`src/rtl/bank_sram_ctrl.sv`:
```
// Bank SRAM controller: runs one issue-queue request at a time against the data SRAM and
// returns read data to the xbar, evicted lines to the BIU and credit pops to the issue queue.
module bank_sram_ctrl #(
  parameter int SRAM_LATENCY = 1
) (
  input  logic         clk_i,
  input  logic         rst_i,
  input  logic         iq_sc_valid_i,
  output logic         iq_sc_ready_o,
  input  logic [1:0]   iq_sc_channel_id_i,
  input  logic [2:0]   iq_sc_opcode_i,
  input  logic [6:0]   iq_sc_set_way_offset_i,
  input  logic [7:0]   iq_sc_wbuffer_id_i,
  input  logic [2:0]   iq_sc_xbar_rob_num_i,
  input  logic [1:0]   iq_sc_cacheline_state_offset0_i,
  input  logic [1:0]   iq_sc_cacheline_state_offset1_i,
  input  logic [127:0] iq_sc_linefill_data_offset0_i,
  input  logic [127:0] iq_sc_linefill_data_offset1_i,
  output logic         wbuf_rd_o,
  output logic [7:0]   wbuf_id_o,
  input  logic [127:0] wbuf_data_i,
  output logic         sram_cs_o,
  output logic         sram_we_o,
  output logic [6:0]   sram_addr_o,
  output logic [127:0] sram_wdata_o,
  input  logic [127:0] sram_rdata_i,
  output logic         rsp_valid_o,
  input  logic         rsp_ready_i,
  output logic [1:0]   rsp_channel_id_o,
  output logic [2:0]   rsp_rob_num_o,
  output logic [127:0] rsp_data_o,
  output logic         wb_valid_o,
  input  logic         wb_ready_i,
  output logic [5:0]   wb_addr_o,
  output logic [255:0] wb_data_o,
  output logic [2:0]   channel_spw_pop_o
);

  typedef enum logic [3:0] {
    IDLE, WBUF, WR, RD, RD_WAIT, LF0, LF1, EV0, EV0_WAIT, EV1, EV1_WAIT, RSP, WB
  } state_e;

  localparam logic [2:0] WAIT_INIT = 3'(SRAM_LATENCY - 1);
  localparam logic [2:0] OP_WR = 3'd0;
  localparam logic [2:0] OP_RD = 3'd1;
  localparam logic [2:0] OP_LF = 3'd2;
  localparam logic [2:0] OP_EV = 3'd3;

  state_e         state_q;
  logic           ready_q;
  logic [1:0]     ch_q;
  logic [2:0]     rob_q;
  logic [6:0]     swo_q;
  logic [127:0]   half0_q;
  logic [127:0]   half1_q;
  logic [2:0]     cnt_q;
  logic           wbuf_rd_q;
  logic [7:0]     wbuf_id_q;
  logic           cs_q;
  logic           we_q;
  logic [6:0]     addr_q;
  logic [127:0]   wdata_q;
  logic           rsp_valid_q;
  logic [127:0]   rsp_data_q;
  logic           wb_valid_q;
  logic [5:0]     wb_addr_q;
  logic [255:0]   wb_data_q;
  logic [2:0]     pop_d;

  logic unused_cl_state;
  assign unused_cl_state = ^{iq_sc_cacheline_state_offset0_i, iq_sc_cacheline_state_offset1_i};

  // half0_q/half1_q hold linefill data, and are reused as the eviction capture buffer.
  always_ff @(posedge clk_i or posedge rst_i) begin
    if (rst_i) begin
      state_q     <= IDLE;
      ready_q     <= 1'b1;
      ch_q        <= '0;
      rob_q       <= '0;
      swo_q       <= '0;
      half0_q     <= '0;
      half1_q     <= '0;
      cnt_q       <= '0;
      wbuf_rd_q   <= 1'b0;
      wbuf_id_q   <= '0;
      cs_q        <= 1'b0;
      we_q        <= 1'b0;
      addr_q      <= '0;
      wdata_q     <= '0;
      rsp_valid_q <= 1'b0;
      rsp_data_q  <= '0;
      wb_valid_q  <= 1'b0;
      wb_addr_q   <= '0;
      wb_data_q   <= '0;
    end else begin
      wbuf_rd_q <= 1'b0;
      cs_q      <= 1'b0;
      we_q      <= 1'b0;
      case (state_q)
        IDLE: begin
          // A dropped reserved opcode parks here for one cycle with ready low.
          ready_q <= 1'b1;
          if (ready_q && iq_sc_valid_i) begin
            ready_q   <= 1'b0;
            ch_q      <= iq_sc_channel_id_i;
            rob_q     <= iq_sc_xbar_rob_num_i;
            swo_q     <= iq_sc_set_way_offset_i;
            wbuf_id_q <= iq_sc_wbuffer_id_i;
            half0_q   <= iq_sc_linefill_data_offset0_i;
            half1_q   <= iq_sc_linefill_data_offset1_i;
            case (iq_sc_opcode_i)
              OP_WR: begin
                state_q   <= WBUF;
                wbuf_rd_q <= 1'b1;
              end
              OP_RD: begin
                state_q <= RD;
                cs_q    <= 1'b1;
                addr_q  <= iq_sc_set_way_offset_i;
              end
              OP_LF: begin
                state_q <= LF0;
                cs_q    <= 1'b1;
                we_q    <= 1'b1;
                addr_q  <= {iq_sc_set_way_offset_i[6:1], 1'b0};
                wdata_q <= iq_sc_linefill_data_offset0_i;
              end
              OP_EV: begin
                state_q <= EV0;
                cs_q    <= 1'b1;
                addr_q  <= {iq_sc_set_way_offset_i[6:1], 1'b0};
              end
              default: state_q <= IDLE;
            endcase
          end
        end
        WBUF: begin
          state_q <= WR;
          cs_q    <= 1'b1;
          we_q    <= 1'b1;
          addr_q  <= swo_q;
        end
        WR: begin
          state_q <= IDLE;
          ready_q <= 1'b1;
        end
        RD: begin
          state_q <= RD_WAIT;
          cnt_q   <= WAIT_INIT;
        end
        RD_WAIT: begin
          if (cnt_q == 3'd0) begin
            rsp_data_q  <= sram_rdata_i;
            rsp_valid_q <= 1'b1;
            state_q     <= RSP;
          end else begin
            cnt_q <= cnt_q - 3'd1;
          end
        end
        LF0: begin
          state_q <= LF1;
          cs_q    <= 1'b1;
          we_q    <= 1'b1;
          addr_q  <= {swo_q[6:1], 1'b1};
          wdata_q <= half1_q;
        end
        LF1: begin
          state_q     <= RSP;
          rsp_valid_q <= 1'b1;
          rsp_data_q  <= swo_q[0] ? half1_q : half0_q;
        end
        EV0: begin
          state_q <= EV0_WAIT;
          cnt_q   <= WAIT_INIT;
        end
        EV0_WAIT: begin
          if (cnt_q == 3'd0) begin
            half0_q <= sram_rdata_i;
            state_q <= EV1;
            cs_q    <= 1'b1;
            addr_q  <= {swo_q[6:1], 1'b1};
          end else begin
            cnt_q <= cnt_q - 3'd1;
          end
        end
        EV1: begin
          state_q <= EV1_WAIT;
          cnt_q   <= WAIT_INIT;
        end
        EV1_WAIT: begin
          if (cnt_q == 3'd0) begin
            wb_valid_q <= 1'b1;
            wb_addr_q  <= swo_q[6:1];
            wb_data_q  <= {sram_rdata_i, half0_q};
            state_q    <= WB;
          end else begin
            cnt_q <= cnt_q - 3'd1;
          end
        end
        RSP: begin
          if (rsp_ready_i) begin
            rsp_valid_q <= 1'b0;
            state_q     <= IDLE;
            ready_q     <= 1'b1;
          end
        end
        WB: begin
          if (wb_ready_i) begin
            wb_valid_q <= 1'b0;
            state_q    <= IDLE;
            ready_q    <= 1'b1;
          end
        end
        default: begin
          state_q <= IDLE;
          ready_q <= 1'b1;
        end
      endcase
    end
  end

  // Credit release must land in the handshake cycle itself, so it is decoded from rsp_ready_i.
  always_comb begin
    pop_d = '0;
    if (rsp_valid_q && rsp_ready_i) begin
      case (ch_q)
        2'd0:    pop_d = 3'b001;
        2'd1:    pop_d = 3'b010;
        2'd2:    pop_d = 3'b100;
        default: pop_d = 3'b000;
      endcase
    end
  end

  assign iq_sc_ready_o     = ready_q;
  assign wbuf_rd_o         = wbuf_rd_q;
  assign wbuf_id_o         = wbuf_id_q;
  assign sram_cs_o         = cs_q;
  assign sram_we_o         = we_q;
  assign sram_addr_o       = addr_q;
  // Write-buffer data arrives in the WR cycle itself and goes straight to the array.
  assign sram_wdata_o      = (state_q == WR) ? wbuf_data_i : wdata_q;
  assign rsp_valid_o       = rsp_valid_q;
  assign rsp_channel_id_o  = ch_q;
  assign rsp_rob_num_o     = rob_q;
  assign rsp_data_o        = rsp_data_q;
  assign wb_valid_o        = wb_valid_q;
  assign wb_addr_o         = wb_addr_q;
  assign wb_data_o         = wb_data_q;
  assign channel_spw_pop_o = pop_d;

endmodule

```
`config.mk`:
```
export PLATFORM = sky130hd
export DESIGN_NAME = bank_sram_ctrl
export DESIGN_NICKNAME = d
export VERILOG_FILES = /design/src/rtl/bank_sram_ctrl.sv
export SDC_FILE = /design/constraint.sdc
export NUM_CORES = 2
export LEC_CHECK = 0
export CORE_AREA = 2 2 428 430
export CTS_CLUSTER_SIZE = 16
export DETAILED_ROUTE_END_ITERATION = 12
export DIE_AREA = 0 0 430 432
export PLACE_DENSITY = 0.5
export SYNTH_ARGS = -nofsm -noshare
export SYNTH_HDL_FRONTEND = slang
export SYNTH_SLANG_ARGS = --single-unit
```
`constraint.sdc`:
```
create_clock -name clk_i -period 40.1 [get_ports clk_i]
set_clock_uncertainty 0.15 [all_clocks]
set_input_delay 4.01 -clock clk_i [delete_from_list [all_inputs] [get_ports clk_i]]
set_output_delay 4.01 -clock clk_i [all_outputs]
set_load 0.01 [all_outputs]
```
Word level (Yosys, flattened, before mapping)
Index checks and enable logic that the tools add are counted.
Word-level totals
  memories kept: 0
  flip-flop bits (word level): 814
  bits in latches: 0
  bits in writable memories: 0
  output and inout bits: 547
  memory bits (read-only): 0
  word-level logic and storage cells: 121
  input port bits: 544
Cells by class
  mux-type cells: 44
  reduce and logical (&&, ||, !) cells: 30
  $mul: 0
  add/sub/neg operators: 1
  bitwise logic cells: 1
  order comparisons: 0
  equal/unequal tests: 26
  shift-type cells: 0
  div/mod/pow operators: 0
Operators by type and width (number)
  $mux 128: 6
  $pmux 128 s2: 3
  $pmux 4 s12: 1
  $pmux 7 s4: 1
  $mux 4: 6
  $eq 4x4->1 const B: 5
  $eq 4x3->1 const B: 4
  $reduce_and 3->1: 5
  $mux 1: 14
  $mux 7: 2
  $ne 2x2->1 const B: 7
  $pmux 7 s2: 1
  $pmux 3 s4: 1
  $reduce_bool 2->1: 5
  $pmux 3 s3: 1
  $reduce_or 3->1: 3
  $reduce_or 9->1: 1
  $eq 4x2->1 const B: 2
  $reduce_and 2->1: 4
  $eq 3x2->1 const B: 2
  $logic_not 3->1: 2
  $mux 3: 2
  $pmux 1 s3: 2
  $pmux 3 s2: 1
  other kinds (18): 21

Logic depth before layout (Yosys ltp)
  depth in word-level cells: 5
  gate-level depth with buffers: 10
  mapped depth without buffers: 7

Worst setup path after synthesis
Ideal clock, no wire load.
  kind: in2out
  start point: input rsp_ready_i
  end point: output channel_spw_pop_o[2]
  data arrival time: 4413 ps
  required time: 35940 ps
  slack: 31527 ps
  stages: 2
  buffers on the path: 0
  cells stage by stage: nand2_1 -> nor3b_1
Between the ends
  word-level cells in the longest chain between the ends: 2
RTL lines
  start, declared: line 28  | input logic rsp_ready_i,
  $logic_and 1x1->1: line 225  | if (rsp_valid_q && rsp_ready_i) begin
  $mux 3: line 225
  end, declared: line 36  | output logic [2:0] channel_spw_pop_o
No other way between the ends.

Final worst setup path
Same ends and word-level chain as after synthesis.

==> metrics.json <==
{
  "result_of_the_run": "completed",
  "worst_slew_margin_rel_pct": 23.6,
  "slew_violations": 0,
  "synth_cell_types": 43,
  "syn-num-nets": 3793,
  "p_sw_uw": 1680,
  "clkPwrFrac_pct": 20.5,
  "timing.critical_path.arrival_ns": 6.05,
  "grt_max_degree": 154,
  "p_leak_uw": 0.0212,
  "drv_cap": 0,
  "drtIter0Drc": 1773,
  "cts_num_sinks": 814,
  "finalWorstPathRequiredPeriod_ns": 10.21,
  "layout_worst_path_cycle_share_pct": 25.5,
  "largest_stage_delay_on_the_critical_path_ns": 0.68,
  "nNetsFinal": 4790,
  "ratio_of_routed_vias_to_standard_cells": 4.35,
  "synth.cell_area_sq_mm": 0.0357,
  "worst-path-max-fanout": 3,
  "setup_viol": 0,
  "timing_worst_setup_path_type": "in2out",
  "placementRows": 157,
  "syn_area_per_cell_sq_um": 11.0,
  "cts_tree": "done",
  "finalCoreUtilization_pct": 28.8,
  "tritoncts.num_buffers": 99,
  "synth-seq-area-share_pct": 57.0,
  "count_of_synthesis_stage_warnings_from_yosys": 0,
  "critical_path.startpoint_type": "primary input",
  "globalRoute.totalOverflow": 0,
  "power.density_mw_per_mm2": 86.7,
  "cts_setup_buffers": 0,
  "yosys_most_used_dff": "dfrtp_1",
  "seqPwrFrac_pct": 34.2,
  "synth.most_common_cell": "dfrtp_1",
  "max_freq_mhz": 98.0,
  "fin_tns_setup_ns": 0,
  "grtUsageTotal_pct": 16.2,
  "detailed_place.area_sq_mm": 0.0490,
  "pin_count": 1091,
  "critical_path.top_delay_family": "buffers and inverters",
  "dp_hpwl_mm": 110,
  "critical_path.slowest_cell": "clkdlybuf4s50_1",
  "cp.buffers_inverters": 2,
  "chipWidth_um": 430,
  "number_of_flops_mapped_to_enable_cells_by_yosys": 0,
  "stdcell_area_sq_mm": 0.0524,
  "grt_antenna_before_repair": 26,
  "drive_above_1_share_pct": 17.6,
  "initial_core_util_pct": 19.7,
  "dieHeight_um": 432,
  "switching_share_pct": 37.1,
  "vdd_drop_max_mv": 0.0357,
  "detail_route.first_pass.iterations": 5,
  "clockBufferDepth": 3,
  "total_power_uw": 4540,
  "synth.largest_area_cell": "dfrtp_1",
  "ant_nets": 0,
  "combPwrFrac_pct": 45.4,
  "post-synth-top-area-fraction_pct": 56.9,
  "hold_viol_final": 0,
  "critical_path.most_common_cell": "clkdlybuf4s50_1",
  "worst_hold_path_type": "reg2reg",
  "crit_chain": "clkdlybuf4s50_1, nand2_1, nor3b_1, clkdlybuf4s50_1",
  "path_clk_slew_ns": 0.06,
  "grt_pass1_wl_mm": 221,
  "routabilityCongestion": 0.867,
  "port_buffers": 1086,
  "first_global_vias": 29207,
  "synth.ff_latch_count": 814,
  "clock_insertion_delay_worst_skew_ns": 0.73,
  "post_cts_hold_buffer_count": 0,
  "crit_path_end_kind": "primary output",
  "drc": 0,
  "post_drt_wl_per_cell_um": 23.2,
  "route.final.wire_length_mm": 156,
  "grt_setup_unrepaired": "no",
  "worst-endpoint-required_ns": 35.94,
  "cts-root-buf": "clkbuf_16",
  "dr_total_vias": 29200,
  "async_flop_share_pct": 100,
  "cts_resized": 0,
  "dieArea_sq_mm": 0.186,
  "synthTopCellsByArea": "dfrtp_1, mux2_2, nand2_1",
  "internal_power_uw": 2860,
  "syn2layout_area_growth_pct": 46.6,
  "netlist_instances": 3247,
  "fin_hold_ws_ns": 0.327,
  "design.core.area_sq_mm": 0.182,
  "worst_pin_slew_ns": 1.15,
  "clock_tree.htree_level_count": 3,
  "synth_commonest_cells": "dfrtp_1, mux2_2, nand2_1"
}
## flip-flops by register name, summed over array words and instances (netlist names), 2 cells and up
register and flops:
cnt_q 3, half0_q 128, half1_q 128, rsp_channel_id_o 2, rsp_data_o 128, rsp_rob_num_o 3, sram_addr_o 7, state_q 4
swo_q 7, wb_addr_o 6, wb_data_o 256, wbuf_id_o 8, wdata_q 128
## layout make-up
| class | instances | area (sq um) |
|---|---|---|
| antenna | 11 | 27.5 |
| multi-input combinational | 2184 | 14300 |
| fill | 18944 | 129000 |
| tap | 2385 | 2980 |
| clock buffer | 151 | 3020 |
| clock inverter | 26 | 312 |
| timing repair buffer | 1135 | 11300 |
| sequential | 814 | 20400 |
| inverter | 10 | 45.0 |
## routing by layer
metal | track usage [%] | share of wire, % | vias to the layer above
li1 | - | - | 13270
met1 | 19.8 | 41 | 14850
met2 | 28.2 | 50 | 877
met3 | 3.90 | 5.9 | 179
met4 | 5.11 | 2.5 | 24
met5 | 0 | 0.099 | -
## power by group through the flow
stage	clock, uW	combinational (uW)	sequential (uW)
final	929	2060	1550
after global routing	992	2210	1610
after CTS	959	2100	1550
after detailed placement	0	2090	1570
after global placement	0	2070	1550
after floorplan	0	974	1560
## cell families after synthesis
logic type / Yosys count / synth area share (%)
multiplexers: 675 / 20.8
buffers and inverters: 249 / 3.13
flip-flops: 814 / 57.0
AO/OA/AOI/OAI: 550 / 8.71
AND/OR/NAND/NOR: 957 / 10.3
adder cells (fa/ha/maj): 2 / 0.0700
## tightest hold or removal path, delay by kind of cell (launching register included)
family / cells / cell delay, ns
DFF: 1 / 0.34
AOI/OAI and AO/OA: 1 / 0.06
and+or+nand+nor: 1 / 0.04
## final timing paths
| path | to | depth (start not counted) | slack [ns] | from |
|---|---|---|---|---|
| worst max register to register | half1_q[66]$_DFFE_PP0P_ | 5 | 35.84 | state_q[2]$_DFFE_PP0P_ |
| min in group asynchronous | rsp_data_o[7]$_DFFE_PP0P_ | 2 | 3.74 | rst_i |
| worst max-delay path | channel_spw_pop_o[2] | 4 | 29.89 | rsp_ready_i |
| max in group asynchronous | wdata_q[75]$_DFFE_PP0P_ | 6 | 32.09 | rst_i |
| worst min register to register | rsp_data_o[37]$_DFFE_PP0P_ | 2 | 0.33 | rsp_data_o[37]$_DFFE_PP0P_ |
| worst min-delay path | rsp_data_o[37]$_DFFE_PP0P_ | 2 | 0.33 | rsp_data_o[37]$_DFFE_PP0P_ |
## per-stage QoR
stage | instances | setup WS, ns
detailed placement | 6528 | 29.97
floorplan | 3247 | 13.08
global route | 6713 | 29.89
CTS | 6705 | 29.96
finish | 6716 | 29.89
global placement | 6528 | 29.97
## cells in the final DEF (no fill, tap or decap), types with 2 or more instances in the layout
cell                n
nor3b_1             3
bufinv_16           5
clkdlybuf4s50_1  1086
a22oi_1             2
nor2_1            393
nor2_4              2
nor3_1              2
a21oi_1             7
clkbuf_8           28
clkinv_2           14
nand2_1           533
clkinvlp_4          2
inv_6               2
o22ai_1           128
inv_1               9
clkbuf_1           21
dfrtp_1           812
ha_1                2
diode_2            11
nand3_1             3
buf_4              45
o21ai_0           273
mux2i_1           137
clkbuf_16         102
nor4b_1             2
mux2_2            538
nor4_1              2
nand2b_1            4
nor2b_1             2
a31oi_1           128
buf_12              4
Power figures use the tool's default switching activity.
==> RTL change, RTL diff (same flow settings) <==
Add an input register stage for `iq_sc_linefill_data_offset1_i`, cleared by the reset; this delays it by one clock. The other inputs are not delayed to match.
--- a/src/rtl/bank_sram_ctrl.sv
+++ b/src/rtl/bank_sram_ctrl.sv
@@ -47,4 +47,14 @@
   localparam logic [2:0] OP_EV = 3'd3;
 
+  logic [127:0] iq_sc_linefill_data_offset1_q;
+
+  always_ff @(posedge clk_i or posedge rst_i) begin
+    if (rst_i) begin
+      iq_sc_linefill_data_offset1_q <= '0;
+    end else begin
+      iq_sc_linefill_data_offset1_q <= iq_sc_linefill_data_offset1_i;
+    end
+  end
+
   state_e         state_q;
   logic           ready_q;
@@ -108,5 +118,5 @@
             wbuf_id_q <= iq_sc_wbuffer_id_i;
             half0_q   <= iq_sc_linefill_data_offset0_i;
-            half1_q   <= iq_sc_linefill_data_offset1_i;
+            half1_q   <= iq_sc_linefill_data_offset1_q;
             case (iq_sc_opcode_i)
               OP_WR: begin
Check against the original RTL: not settled (the Yosys comparison gave no result); the edit may change what the design does.
==> RTL change against the unedited design <==
  * Setup slack improved by 0.39 ns
  * Final area rose by 8.6%
  * Synthesized area is 11% higher
  * Power rose by 6.1%
  * Sequential cell count rose by 128
  * Via count rose by 9.9%
  * Routed wire length grew 26%
  * Register-to-register slack worse by 0.88 ns
  * Critical endpoint is now sram_wdata_o[89]
  * Largest power group unchanged
  * Highest routed layer unchanged
==> RTL change: results <==
{
  "status": "completed",
  "synthXorXnorAreaFrac_pct": 0.04404,
  "async_flop_share_pct": 100.0,
  "holdPathEnd": "half1_q[36]",
  "antenna_found_initial": 72,
  "cts_buffers": 116,
  "cp_max_fo": 1,
  "routedWlPerCell_um": 27.37,
  "grt_pass1_wl_um": 268200,
  "worstSetupStartpoint": "wbuf_data_i[89]",
  "clk_pin_slew_ns": 0.06,
  "largest_reg_flops": 256,
  "p_leak_nw": 23.89,
  "synthAdderAreaFrac_pct": 0.06291,
  "timing.rr.end": "wb_data_o[30]",
  "root_buffer": "clkbuf_16",
  "drtIter0Drc": 1960,
  "ys_seq_area_share_pct": 59.27,
  "worst_slew_pin_slew_ns": 1.198,
  "hp-start": "iq_sc_linefill_data_offset1_q[36]",
  "ys_types": 52,
  "r2r-start": "state_q[0]",
  "min_path_type": "register to register",
  "peakVddDrop_mv": 0.06567,
  "synth_warnings": 0,
  "drive_gt1_share_pct": 12.48,
  "holdPathStages": 2,
  "worstRegToRegCells": 6,
  "cts-resized-gates": 0,
  "synthMuxAreaShare_pct": 17.69,
  "grt_pass1_vias": 31756,
  "synth_compound_area_share_pct": 7.515,
  "grt_max_degree": 186,
  "placed_cell_area_um2": 52920,
  "via_per_inst": 4.468,
  "netlist_top_cells_count": "1101 x nand2_1, 941 x dfrtp_1, 353 x o21ai_0, 349 x mux2_2, 262 x mux2i_1",
  "gp_congestion": 0.9286,
  "r2r_slack_ns": 34.96,
  "worstPathArrival_ns": 5.66,
  "n_fill_cell": 18713,
  "final_nets": 5227,
  "clock_latency_ns": 0.78,
  "syn_nets": 4233,
  "dp_hpwl_um": 141000,
  "ys_top_cells_by_area": "dfrtp_1 59%, nand2_1 10%, mux2_2 9.9%",
  "groute.usage.overall_pct": 20.55
}
[RTL change: worst max-delay path, cell delays in order]
cell and delay, ns:
clkdlybuf4s50_1 0.67, mux2_2 0.22, clkdlybuf4s50_1 0.74
[RTL change: per-layer routing]
layer  global-route usage, %  share of wire (%)  vias up
met5                       0              0.091        -
met4                   7.077                3.0       28
met3                   5.000                5.7      260
met2                   34.06                 49      938
met1                   26.07                 42    16404
li1                        -                  -    14461
[RTL change: layout make-up]
cell class                      count  area, um^2  area share (%)
Antenna cell                       22       55.05         0.09679
Clock buffer                      171        3392           5.963
Clock inverter                     41       513.0          0.9019
Inverter                            7       33.78         0.05939
Multi-Input combinational cell   2483       15020           26.40
Sequential cell                   942       23580           41.45
Tap cell                         2385        2984           5.246
Timing Repair Buffer             1131       11310           19.88
[RTL change: kinds of logic after synthesis]
| logic type | Yosys count |
|---|---|
| and+or+nand+nor | 1274 |
| DFF | 942 |
| muxes | 654 |
| AOI/OAI and AO/OA | 551 |
| buffers and inverters | 262 |
| xor gates and xnor gates | 2 |
| adders and majority gates | 2 |
[RTL change: through the flow]
| stage | utilization, % | setup WS (ns) | hold WS (ns) | power (mW) | cells |
|---|---|---|---|---|---|
| 2_1_floorplan | - | 9.450 | 0.2643 | 2.594 | 3687 |
| 4_1_cts | 31.27 | 30.17 | 0.2847 | 4.888 | 7160 |
| 6_report | 31.30 | 30.28 | 0.2837 | 4.819 | 7182 |
| 3_5_place_dp | 29.12 | 30.18 | 0.2704 | 3.768 | 6948 |
| 5_1_grt | 31.30 | 30.19 | 0.2952 | 5.084 | 7178 |
| 3_3_place_gp | 29.12 | 30.19 | 0.2731 | 3.743 | 6948 |
[RTL change: how the worst max path moves through the flow]
stage	endpoint	slack, ns
after floorplan	cnt_q[0]	9.45
after detailed placement	sram_wdata_o[89]	30.18
final	sram_wdata_o[89]	30.28
after global placement	sram_wdata_o[89]	30.19
after global routing	sram_wdata_o[89]	30.19
after CTS	sram_wdata_o[89]	30.17
[RTL change: report_power, final]
| part | total, mW | switching, mW | internal, mW |
|---|---|---|---|
| Combinational | 2.06 | 1.09 | 0.970 |
| Sequential | 1.67 | 0.299 | 1.37 |
| Clock | 1.09 | 0.453 | 0.637 |
